### src/rtl/disp_pkg.sv
// Shared display timing constants, pixel word layout and the sideband record
// that travels down the scanout pipe alongside each pixel.
package disp_pkg;

  localparam int H_ACTIVE = 100;
  localparam int H_FP     = 4;
  localparam int H_SYNC   = 8;
  localparam int H_BP     = 4;
  localparam int H_TOTAL  = H_ACTIVE + H_FP + H_SYNC + H_BP;

  localparam int V_ACTIVE = 100;
  localparam int V_FP     = 2;
  localparam int V_SYNC   = 2;
  localparam int V_BP     = 2;
  localparam int V_TOTAL  = V_ACTIVE + V_FP + V_SYNC + V_BP;

  localparam int HC_W = $clog2(H_TOTAL);
  localparam int VC_W = $clog2(V_TOTAL);

  localparam logic [HC_W-1:0] H_ZERO    = HC_W'(0);
  localparam logic [HC_W-1:0] H_ONE     = HC_W'(1);
  localparam logic [HC_W-1:0] H_ACT_END = HC_W'(H_ACTIVE);
  localparam logic [HC_W-1:0] H_SYNC_LO = HC_W'(H_ACTIVE + H_FP);
  localparam logic [HC_W-1:0] H_SYNC_HI = HC_W'(H_ACTIVE + H_FP + H_SYNC);
  localparam logic [HC_W-1:0] H_LAST    = HC_W'(H_TOTAL - 1);

  localparam logic [VC_W-1:0] V_ZERO    = VC_W'(0);
  localparam logic [VC_W-1:0] V_ONE     = VC_W'(1);
  localparam logic [VC_W-1:0] V_ACT_END = VC_W'(V_ACTIVE);
  localparam logic [VC_W-1:0] V_SYNC_LO = VC_W'(V_ACTIVE + V_FP);
  localparam logic [VC_W-1:0] V_SYNC_HI = VC_W'(V_ACTIVE + V_FP + V_SYNC);
  localparam logic [VC_W-1:0] V_LAST    = VC_W'(V_TOTAL - 1);

  // rgb24 word layout: R in the low byte, B in the high byte
  localparam int RGB_CH_W = 8;
  localparam int RGB_W    = 3 * RGB_CH_W;
  localparam int RGB_R_LO = 0;
  localparam int RGB_G_LO = 8;
  localparam int RGB_B_LO = 16;

  typedef struct packed {
    logic de;
    logic hsync;
    logic vsync;
    logic fstart;
  } vid_ctl_t;

  localparam vid_ctl_t VID_CTL_IDLE = '{de: 1'b0, hsync: 1'b0, vsync: 1'b0, fstart: 1'b0};

  function automatic logic [RGB_W-1:0] rgb_pack(input logic [RGB_CH_W-1:0] r,
                                                input logic [RGB_CH_W-1:0] g,
                                                input logic [RGB_CH_W-1:0] b);
    logic [RGB_W-1:0] w;
    w = {RGB_W{1'b0}};
    w[RGB_R_LO +: RGB_CH_W] = r;
    w[RGB_G_LO +: RGB_CH_W] = g;
    w[RGB_B_LO +: RGB_CH_W] = b;
    return w;
  endfunction

endpackage

### src/rtl/disp_timing_gen.sv
// Free-running raster counters with combinational region decode. The decode
// describes the current counter position (the first stage of the scanout pipe).
module disp_timing_gen
  import disp_pkg::*;
(
  input  logic clk,
  input  logic reset,
  output logic active,
  output logic hsync,
  output logic vsync,
  output logic origin,
  output logic v_active_next
);

  logic [HC_W-1:0] h_r;
  logic [HC_W-1:0] h_next_s;
  logic [VC_W-1:0] v_r;
  logic [VC_W-1:0] v_next_s;

  // next raster position; v advances only when h wraps
  always_comb begin
    h_next_s = h_r;
    v_next_s = v_r;
    if (h_r == H_LAST) begin
      h_next_s = H_ZERO;
      if (v_r == V_LAST) begin
        v_next_s = V_ZERO;
      end else begin
        v_next_s = v_r + V_ONE;
      end
    end else begin
      h_next_s = h_r + H_ONE;
      v_next_s = v_r;
    end
  end

  // raster counters
  always_ff @(posedge clk or negedge reset) begin
    if (!reset) begin
      h_r <= H_ZERO;
      v_r <= V_ZERO;
    end else begin
      h_r <= h_next_s;
      v_r <= v_next_s;
    end
  end

  // region decode of the current position
  always_comb begin
    active        = (h_r < H_ACT_END) && (v_r < V_ACT_END);
    hsync         = (h_r >= H_SYNC_LO) && (h_r < H_SYNC_HI);
    vsync         = (v_r >= V_SYNC_LO) && (v_r < V_SYNC_HI);
    origin        = (h_r == H_ZERO) && (v_r == V_ZERO);
    v_active_next = (v_next_s < V_ACT_END);
  end

endmodule

### src/rtl/buf_scanout.sv
// Frame-buffer scanout: fetch stage drives RE0/Addr0, buffer data is aligned
// with its sideband two cycles later, and host-write collisions are flagged.
module buf_scanout
  import disp_pkg::*;
#(
  parameter int                ADDR_W    = 20,
  parameter logic [ADDR_W-1:0] BASE_ADDR = {ADDR_W{1'b0}}
) (
  input  logic              clk,
  input  logic              reset,
  input  logic              scan_en,
  input  logic              we_mon,
  input  logic              clr_err,
  input  logic [7:0]        buf_r,
  input  logic [7:0]        buf_g,
  input  logic [7:0]        buf_b,
  output logic              RE0,
  output logic [ADDR_W-1:0] Addr0,
  output logic [7:0]        pix_r,
  output logic [7:0]        pix_g,
  output logic [7:0]        pix_b,
  output logic              pix_de,
  output logic              hsync,
  output logic              vsync,
  output logic              frame_start,
  output logic              vblank,
  output logic              collision
);

  localparam logic [ADDR_W-1:0] ADDR_ONE = {{(ADDR_W-1){1'b0}}, 1'b1};

  logic             active_s;
  logic             hsync_s;
  logic             vsync_s;
  logic             origin_s;
  logic             v_act_next_s;
  logic             run_r;
  logic             run_now_s;
  logic             fetch_s;
  vid_ctl_t         ctl_f_s;
  vid_ctl_t         ctl_f_r;
  vid_ctl_t         ctl_b_r;
  vid_ctl_t         ctl_p_r;
  logic             re_r;
  logic [ADDR_W-1:0] addr_r;
  logic             col_b_r;
  logic [RGB_W-1:0] pix_rgb_s;
  logic [RGB_W-1:0] pix_rgb_r;
  logic             collision_s;
  logic             collision_r;
  logic             vblank_r;

  disp_timing_gen u_timing (
    .clk           (clk),
    .reset         (reset),
    .active        (active_s),
    .hsync         (hsync_s),
    .vsync         (vsync_s),
    .origin        (origin_s),
    .v_active_next (v_act_next_s)
  );

  // scan_en only matters at the origin, so a frame is always fetched whole or not at all
  always_comb begin
    run_now_s = run_r;
    if (origin_s) begin
      run_now_s = scan_en;
    end else begin
      run_now_s = run_r;
    end
    fetch_s        = active_s & run_now_s;
    ctl_f_s.de     = fetch_s;
    ctl_f_s.hsync  = hsync_s;
    ctl_f_s.vsync  = vsync_s;
    ctl_f_s.fstart = origin_s & run_now_s;
  end

  // frame-level run flag
  always_ff @(posedge clk or negedge reset) begin
    if (!reset) begin
      run_r <= 1'b0;
    end else begin
      run_r <= run_now_s;
    end
  end

  // fetch stage; fetches within a frame are contiguous so a +1 walks the raster
  always_ff @(posedge clk or negedge reset) begin
    if (!reset) begin
      re_r    <= 1'b0;
      addr_r  <= {ADDR_W{1'b0}};
      ctl_f_r <= VID_CTL_IDLE;
    end else begin
      re_r    <= fetch_s;
      ctl_f_r <= ctl_f_s;
      if (origin_s) begin
        addr_r <= BASE_ADDR;
      end else if (fetch_s) begin
        addr_r <= addr_r + ADDR_ONE;
      end else begin
        addr_r <= addr_r;
      end
    end
  end

  // buffer stage: a host write during our read means the buffer ignored it
  always_ff @(posedge clk or negedge reset) begin
    if (!reset) begin
      ctl_b_r <= VID_CTL_IDLE;
      col_b_r <= 1'b0;
    end else begin
      ctl_b_r <= ctl_f_r;
      col_b_r <= re_r & we_mon;
    end
  end

  // pixel data select and sticky collision update (set beats clear)
  always_comb begin
    pix_rgb_s   = {RGB_W{1'b0}};
    collision_s = collision_r;
    if (ctl_b_r.de && !col_b_r) begin
      pix_rgb_s = rgb_pack(buf_r, buf_g, buf_b);
    end else begin
      pix_rgb_s = {RGB_W{1'b0}};
    end
    if (ctl_b_r.de && col_b_r) begin
      collision_s = 1'b1;
    end else if (clr_err) begin
      collision_s = 1'b0;
    end else begin
      collision_s = collision_r;
    end
  end

  // pixel stage and status registers; vblank is computed for the post-edge position
  always_ff @(posedge clk or negedge reset) begin
    if (!reset) begin
      ctl_p_r     <= VID_CTL_IDLE;
      pix_rgb_r   <= {RGB_W{1'b0}};
      collision_r <= 1'b0;
      vblank_r    <= 1'b0;
    end else begin
      ctl_p_r     <= ctl_b_r;
      pix_rgb_r   <= pix_rgb_s;
      collision_r <= collision_s;
      vblank_r    <= ~run_now_s | ~v_act_next_s;
    end
  end

  assign RE0         = re_r;
  assign Addr0       = addr_r;
  assign pix_r       = pix_rgb_r[RGB_R_LO +: RGB_CH_W];
  assign pix_g       = pix_rgb_r[RGB_G_LO +: RGB_CH_W];
  assign pix_b       = pix_rgb_r[RGB_B_LO +: RGB_CH_W];
  assign pix_de      = ctl_p_r.de;
  assign hsync       = ctl_p_r.hsync;
  assign vsync       = ctl_p_r.vsync;
  assign frame_start = ctl_p_r.fstart;
  assign vblank      = vblank_r;
  assign collision   = collision_r;

endmodule
### config.mk
export PLATFORM = sky130hd
export DESIGN_NAME = buf_scanout
export DESIGN_NICKNAME = d
export VERILOG_FILES = /design/src/rtl/disp_pkg.sv /design/src/rtl/disp_timing_gen.sv /design/src/rtl/buf_scanout.sv
export SDC_FILE = /design/constraint.sdc
export NUM_CORES = 1
export LEC_CHECK = 0
export CAP_MARGIN = 20
export CORE_ASPECT_RATIO = 2
export CORE_MARGIN = 10
export CORE_UTILIZATION = 52
export DETAILED_ROUTE_END_ITERATION = 7
export GPL_ROUTABILITY_DRIVEN = 1
export PLACE_DENSITY = 0.84
export SYNTH_ARGS = -nofsm -noshare
export SYNTH_HDL_FRONTEND = slang
export SYNTH_SLANG_ARGS = --single-unit
### constraint.sdc
create_clock -name clk -period 5 [get_ports clk]
set_clock_uncertainty 0.1 [all_clocks]
set_input_delay 0.75 -clock clk [delete_from_list [all_inputs] [get_ports clk]]
set_output_delay 0.75 -clock clk [all_outputs]
set_load 0.1 [all_outputs]
==> results of run 1 <==
-- layer usage --
metal,vias up,routed length [um]
met5,-,0
met4,0,130
met3,10,485
met2,83,3650
met1,1170,2980
li1,1145,-
-- cell usage in the layout (no fill, tap or decap), types with 3 or more instances in the layout --
master	netlist	layout
xor2_1	7	7
clkdlybuf4s50_1	0	78
o21ai_0	7	7
nor4_1	3	3
or4_1	8	8
and3_1	5	5
dfrtp_1	74	74
inv_1	8	8
nor2b_1	3	3
o31ai_1	6	6
and4_1	6	6
and2_1	30	30
a21oi_1	11	11
nand3_1	14	14
nor3_1	4	4
nand2_1	16	16
ha_1	6	6
nand4_1	6	6
clkbuf_16	0	9
or3_1	3	3
nor2_1	17	17
xnor2_1	7	7
-- sequential cells by signal (all words and copies together), names as in the netlist, 3 cells and up --
register / flops
Addr0: 20
ctl_b_r: 4
ctl_f_r: 3
pix_rgb_r: 24
u_timing.h_r: 7
u_timing.v_r: 7
-- final cells by class --
| type | count | area (um2) | share of cell area |
|---|---|---|---|
| clock inverter | 5 | 77.6 | 0.0180 |
| multi-input combinational | 185 | 1220 | 0.284 |
| clock buffer | 11 | 243 | 0.0564 |
| tap | 63 | 78.8 | 0.0183 |
| inverter | 8 | 30.0 | 0.00697 |
| sequential | 74 | 1850 | 0.430 |
| timing repair buffer | 81 | 801 | 0.186 |
-- power groups by stage --
stage	clock [uW]	combinational, uW	sequential, uW
2_1_floorplan	0	44.0	896
3_3_place_gp	0	378	672
3_5_place_dp	0	381	675
4_1_cts	690	384	665
5_1_grt	715	396	671
6_report	678	380	666
-- per-stage QoR --
stage | instances | instance area [um2] | hold WS (ps) | utilization | power, uW
2_1_floorplan | 278 | 3170 | 231 | - | 940
3_3_place_gp | 410 | 3980 | 232 | 0.668 | 1050
3_5_place_dp | 410 | 3980 | 235 | 0.668 | 1060
4_1_cts | 426 | 4300 | 243 | 0.722 | 1740
5_1_grt | 427 | 4310 | 253 | 0.723 | 1780
6_report | 427 | 4310 | 244 | 0.723 | 1720
-- cells by family (layout without fill, tap and decap cells) --
kind of cell | after synthesis | in the layout | share of synthesized area
muxes | 1 | 1 | 0.00434
xor gates and xnor gates | 14 | 14 | 0.0386
and+or+nand+nor | 126 | 126 | 0.240
AOI/OAI and AO/OA | 38 | 38 | 0.0793
DFF | 74 | 74 | 0.584
adders and majority gates | 6 | 6 | 0.0237
buffers and inverters | 19 | 105 | 0.0304
-- final timing paths --
kind | slack, ps | start | to
min in group asynchronous | 280 | reset | pix_rgb_r[15]$_DFF_PN0_
worst max register to register | 2270 | u_timing.h_r[0]$_DFF_PN0_ | Addr0[1]$_DFFE_PN0P_
worst min register to register | 240 | ctl_f_r[1]$_DFF_PN0_ | ctl_b_r[1]$_DFF_PN0_
worst max-delay path | 2200 | Addr0[2]$_DFFE_PN0P_ | Addr0[2]
max in group asynchronous | 3520 | reset | Addr0[6]$_DFFE_PN0P_
worst min-delay path | 240 | ctl_f_r[1]$_DFF_PN0_ | ctl_b_r[1]$_DFF_PN0_
==> results_dict.tcl, run 1 <==
set metrics [dict create \
    crit_family "buffers and inverters" \
    vdd_drop_max_mv 0.277 \
    cp-end-kind "output pin" \
    clk_pin_slew_ps 50 \
    seqPwrFrac 0.386 \
    start_util 0.533 \
    layout.nets 394 \
    slew_violations 0 \
    clk_path_buf_depth 2 \
    yosys-top-cells-area "dfrtp_1, and2_1, ha_1" \
    use_met1 0.185 \
    std_cell_rows 40 \
    synth-edff-count 0 \
    fill_cells 415 \
    grt_pass1_vias 2351 \
    r2r_cells 8 \
    cts_setup_buffers 0 \
    antenna_found_initial 0 \
    finalWirelength_um 7240 \
    crit_type "flop to output pin" \
    p_comb_frac 0.221 \
    hold_depth 0 \
    grt_max_degree 54 \
    drv_cap 0 \
    slew_headroom 0.284 \
    synth-seq-cells 74 \
    core-area_um2 5960 \
    worstPathCellList "clkdlybuf4s50_1" \
    port_buffers 79 \
    hpwl_um 5210 \
    drc 0 \
    synth_most_common_cell "dfrtp_1" \
    synth_top_area_share 0.584 \
    synthTopCellsByCount "dfrtp_1, and2_1, nor2_1" \
    cts_made_buffers 9 \
    status "complete, no violations" \
    period_minus_slack_ps 2800 \
    gp_congestion 0.892 \
    cp.depth 1 \
    power_leakage_uw 0.00189 \
    drt-initial-drc-count 84 \
    cts.sinks 74 \
    hp-class "flop to flop" \
    p_int_uw 1170 \
    clkLatencyLatePin_ps 320 \
    grt.total_usage 0.154 \
    timing.final.ws_setup_ps 2200 \
    synth_cell_type_count 46 \
    clock-root-buffer "clkbuf_16" \
    drive_gt1_frac 0.0742 \
    rsz0062_at_grt "false" \
    crit_buf_inv 1 \
    synth_area_um2 3170 \
    synth-main-ff-cell "dfrtp_1" \
    ys_async_sr_fraction 1.00 \
    top_usage_layer "met2" \
    met2_usage 0.247 \
    cp.required_ps 4150 \
    hold_viol_final 0 \
    h-tree-depth 3 \
    syn_area_per_cell_um2 11.4 \
    crit_slowest_cell "clkdlybuf4s50_1" \
    fmax_ghz 0.357 \
    p_clk_frac 0.393 \
    die_height_um 130 \
    dr.pass1.iters 4 \
    n_antenna_cell 0 \
    setup_violations 0 \
    yosysSeqAreaShare 0.584 \
    syn_to_final_growth_pct 35.7 \
    viasPerCell 5.64 \
    die_w_um 75.2 \
    cts_resized 0 \
    grt-ovfl-total 0 \
    synth_area_leader_cell "dfrtp_1" \
    synthCells 278 \
    vias 2408 \
    ctsHoldBuffers 0 \
    cpPeakStageDelay_ps 1170 \
    use_met3 0.0468 \
    dp_slack_ps 2330 \
    tns_ps 0 \
    ant_nets 0 \
    switching_share 0.319 \
    cp-start-kind "flop" \
    grt_pass1_wl_um 11800 \
    die_area_um2 9820 \
    cellPowerDensity_nw_per_um2 400 \
    worst_slew_pin_slew_ps 1050 \
    crit_fanout 6 \
    routedWlPerCell_um 17.0 \
    post-route-period-util 0.560 \
    p_sw_uw 551 \
    synth_fp_nets 313 \
    cts_tree "built" \
    ioPinCount 80 \
    arrival_ps 1950 \
    ys_warn_count 0 \
]
No activity file was read; power rests on OpenSTA's default activity.
==> run 2, diff against run 1 <==
CORE_UTILIZATION = 44   (was 52)
PLACE_DENSITY = 0.76   (was 0.84)
clock period = 2.5 ns   (was 5 ns; I/O delays follow)
==> results_dict.tcl, run 2 (synthesis results as in run 1) <==
set metrics [dict create \
    placed_cell_area_um2 3950 \
    clk_path_buf_depth 2 \
    grt_pass1_vias 2481 \
    rsz0062_at_grt "false" \
    crit_fanout 24 \
    routedWlPerCell_um 16.0 \
    n_antenna_cell 0 \
    drt-initial-drc-count 107 \
    cp-end-kind "flop" \
    final_cell_area_um2 4320 \
    hold_viol_final 0 \
    hp-class "flop to flop" \
    final_common_cell "dfrtp_1" \
    std_cell_rows 43 \
    clk_pin_slew_ps 60 \
    slew_headroom 0.605 \
    drive_gt1_frac 0.235 \
    drv_cap 0 \
    regMostFlops "pix_rgb_r" \
    dp_slack_ps 155 \
    start_util 0.454 \
    finalWirelength_um 7420 \
    h-tree-depth 3 \
    fmax_ghz 0.437 \
    gp_congestion 0.830 \
    vdd_drop_max_mv 0.474 \
    drc 0 \
    crit_family "simple AND/OR/NAND/NOR gates" \
    power_leakage_uw 0.00204 \
    grt-ovfl-total 0 \
    grt_pass1_wl_um 12500 \
    worst_slew_pin_slew_ps 593 \
    antenna_found_initial 0 \
    cp.required_ps 2650 \
    cellPowerDensity_nw_per_um2 812 \
    final_cells 464 \
    arrival_ps 2440 \
    core-area_um2 6990 \
    tns_ps 0 \
    cts_made_buffers 9 \
    final_cell_mix "dfrtp_1, buf_4, and2_1" \
    syn_to_final_growth_pct 36.0 \
    cts_tree "built" \
    ant_nets 0 \
    r2r_start "u_timing.h_r[0]$_DFF_PN0_" \
    regToRegSetupSlack_ps 210 \
    crit_slowest_cell "or4_1" \
    worst_r2r_endpoint "Addr0[14]$_DFFE_PN0P_" \
    vias 2440 \
    dp.cells 445 \
    viasPerCell 5.26 \
    cp-start-kind "flop" \
    die_height_um 140 \
    slew_violations 0 \
    status "complete, no violations" \
    cp.depth 8 \
    clock-root-buffer "clkbuf_16" \
    die_area_um2 11200 \
    setup_violations 0 \
    crit_type "flop to flop" \
    worstPathCellList "inv_1 -> ha_1 -> nor4b_4 -> nand4_2 -> mux2i_2 -> buf_4 -> or4_1 -> a21oi_1" \
    grt.total_usage 0.140 \
    crit_buf_inv 2 \
    cts.sinks 74 \
    port_buffers 79 \
    layout.nets 404 \
    ioPinCount 80 \
    cp-endpoint "Addr0[14]$_DFFE_PN0P_" \
    post-route-period-util 0.915 \
    period_minus_slack_ps 2290 \
    r2r_cells 8 \
    crit_start "u_timing.h_r[0]$_DFF_PN0_" \
    clkLatencyLatePin_ps 330 \
    cpPeakStageDelay_ps 510 \
    timing.final.ws_setup_ps 214 \
    hpwl_um 5510 \
    largest_register_ffs 24 \
    grt_max_degree 46 \
    dr.pass1.iters 4 \
    die_w_um 80.0 \
]
[run 2: cell types whose count changed in the layout (fill, tap and decap cells not counted), sizes merged]
cell / before / now
bufinv: 2 / 3
clkinvlp: 1 / 0
buf: 3 / 63
clkinv: 2 / 3
clkbuf: 11 / 10
dlygate4sd3: 0 / 1
clkdlybuf4s50: 78 / 27
[run 2: worst min path at each step]
stage	slack, ps	cells past startpoint	start	to
2_1_floorplan	-20	0	reset	Addr0[0]$_DFFE_PN0P_
3_3_place_gp	80	1	reset	pix_rgb_r[14]$_DFF_PN0_
3_5_place_dp	90	1	reset	pix_rgb_r[21]$_DFF_PN0_
4_1_cts	250	0	ctl_b_r[2]$_DFF_PN0_	hsync$_DFF_PN0_
5_1_grt	260	0	ctl_b_r[1]$_DFF_PN0_	vsync$_DFF_PN0_
6_report	250	0	ctl_b_r[2]$_DFF_PN0_	hsync$_DFF_PN0_
[run 2: where the power goes]
part           internal [uW]  switching, uW  leakage, uW
sequential              1260           66.4     0.000979
combinational            169            571     0.000896
clock                    968            465     0.000166
[run 2: area by class of cell]
class	count	area [um2]
sequential	74	1850
clock inverter	6	105
fill	586	2680
tap	90	113
clock buffer	10	229
inverter	8	30.0
timing repair buffer	91	751
multi-input combinational	185	1240
[run 2: what timing repair did]
action | in CTS | in global routing
hold endpoints to repair | 3 | 0
endpoints found under the setup margin | 0 | 5
buffers inserted | 0 | 1
hold buffers | 1 | 0
gates resized for setup | 0 | 2
[run 2: stage by stage]
stage | util | power, uW | hold slack, ps
after floorplan | - | 1880 | -20.6
after global placement | 0.564 | 2080 | 81.4
after detailed placement | 0.564 | 2090 | 85.0
after CTS | 0.613 | 3530 | 247
after global routing | 0.617 | 3620 | 263
final | 0.617 | 3500 | 245
[run 2: per-layer routing]
| metal | track usage | wire, um | up-vias |
|---|---|---|---|
| met5 | 0 | 0 | - |
| met4 | 0.0877 | 261 | 0 |
| met3 | 0.0410 | 445 | 20 |
| met2 | 0.227 | 3870 | 80 |
| met1 | 0.152 | 2850 | 1179 |
| li1 | - | - | 1161 |
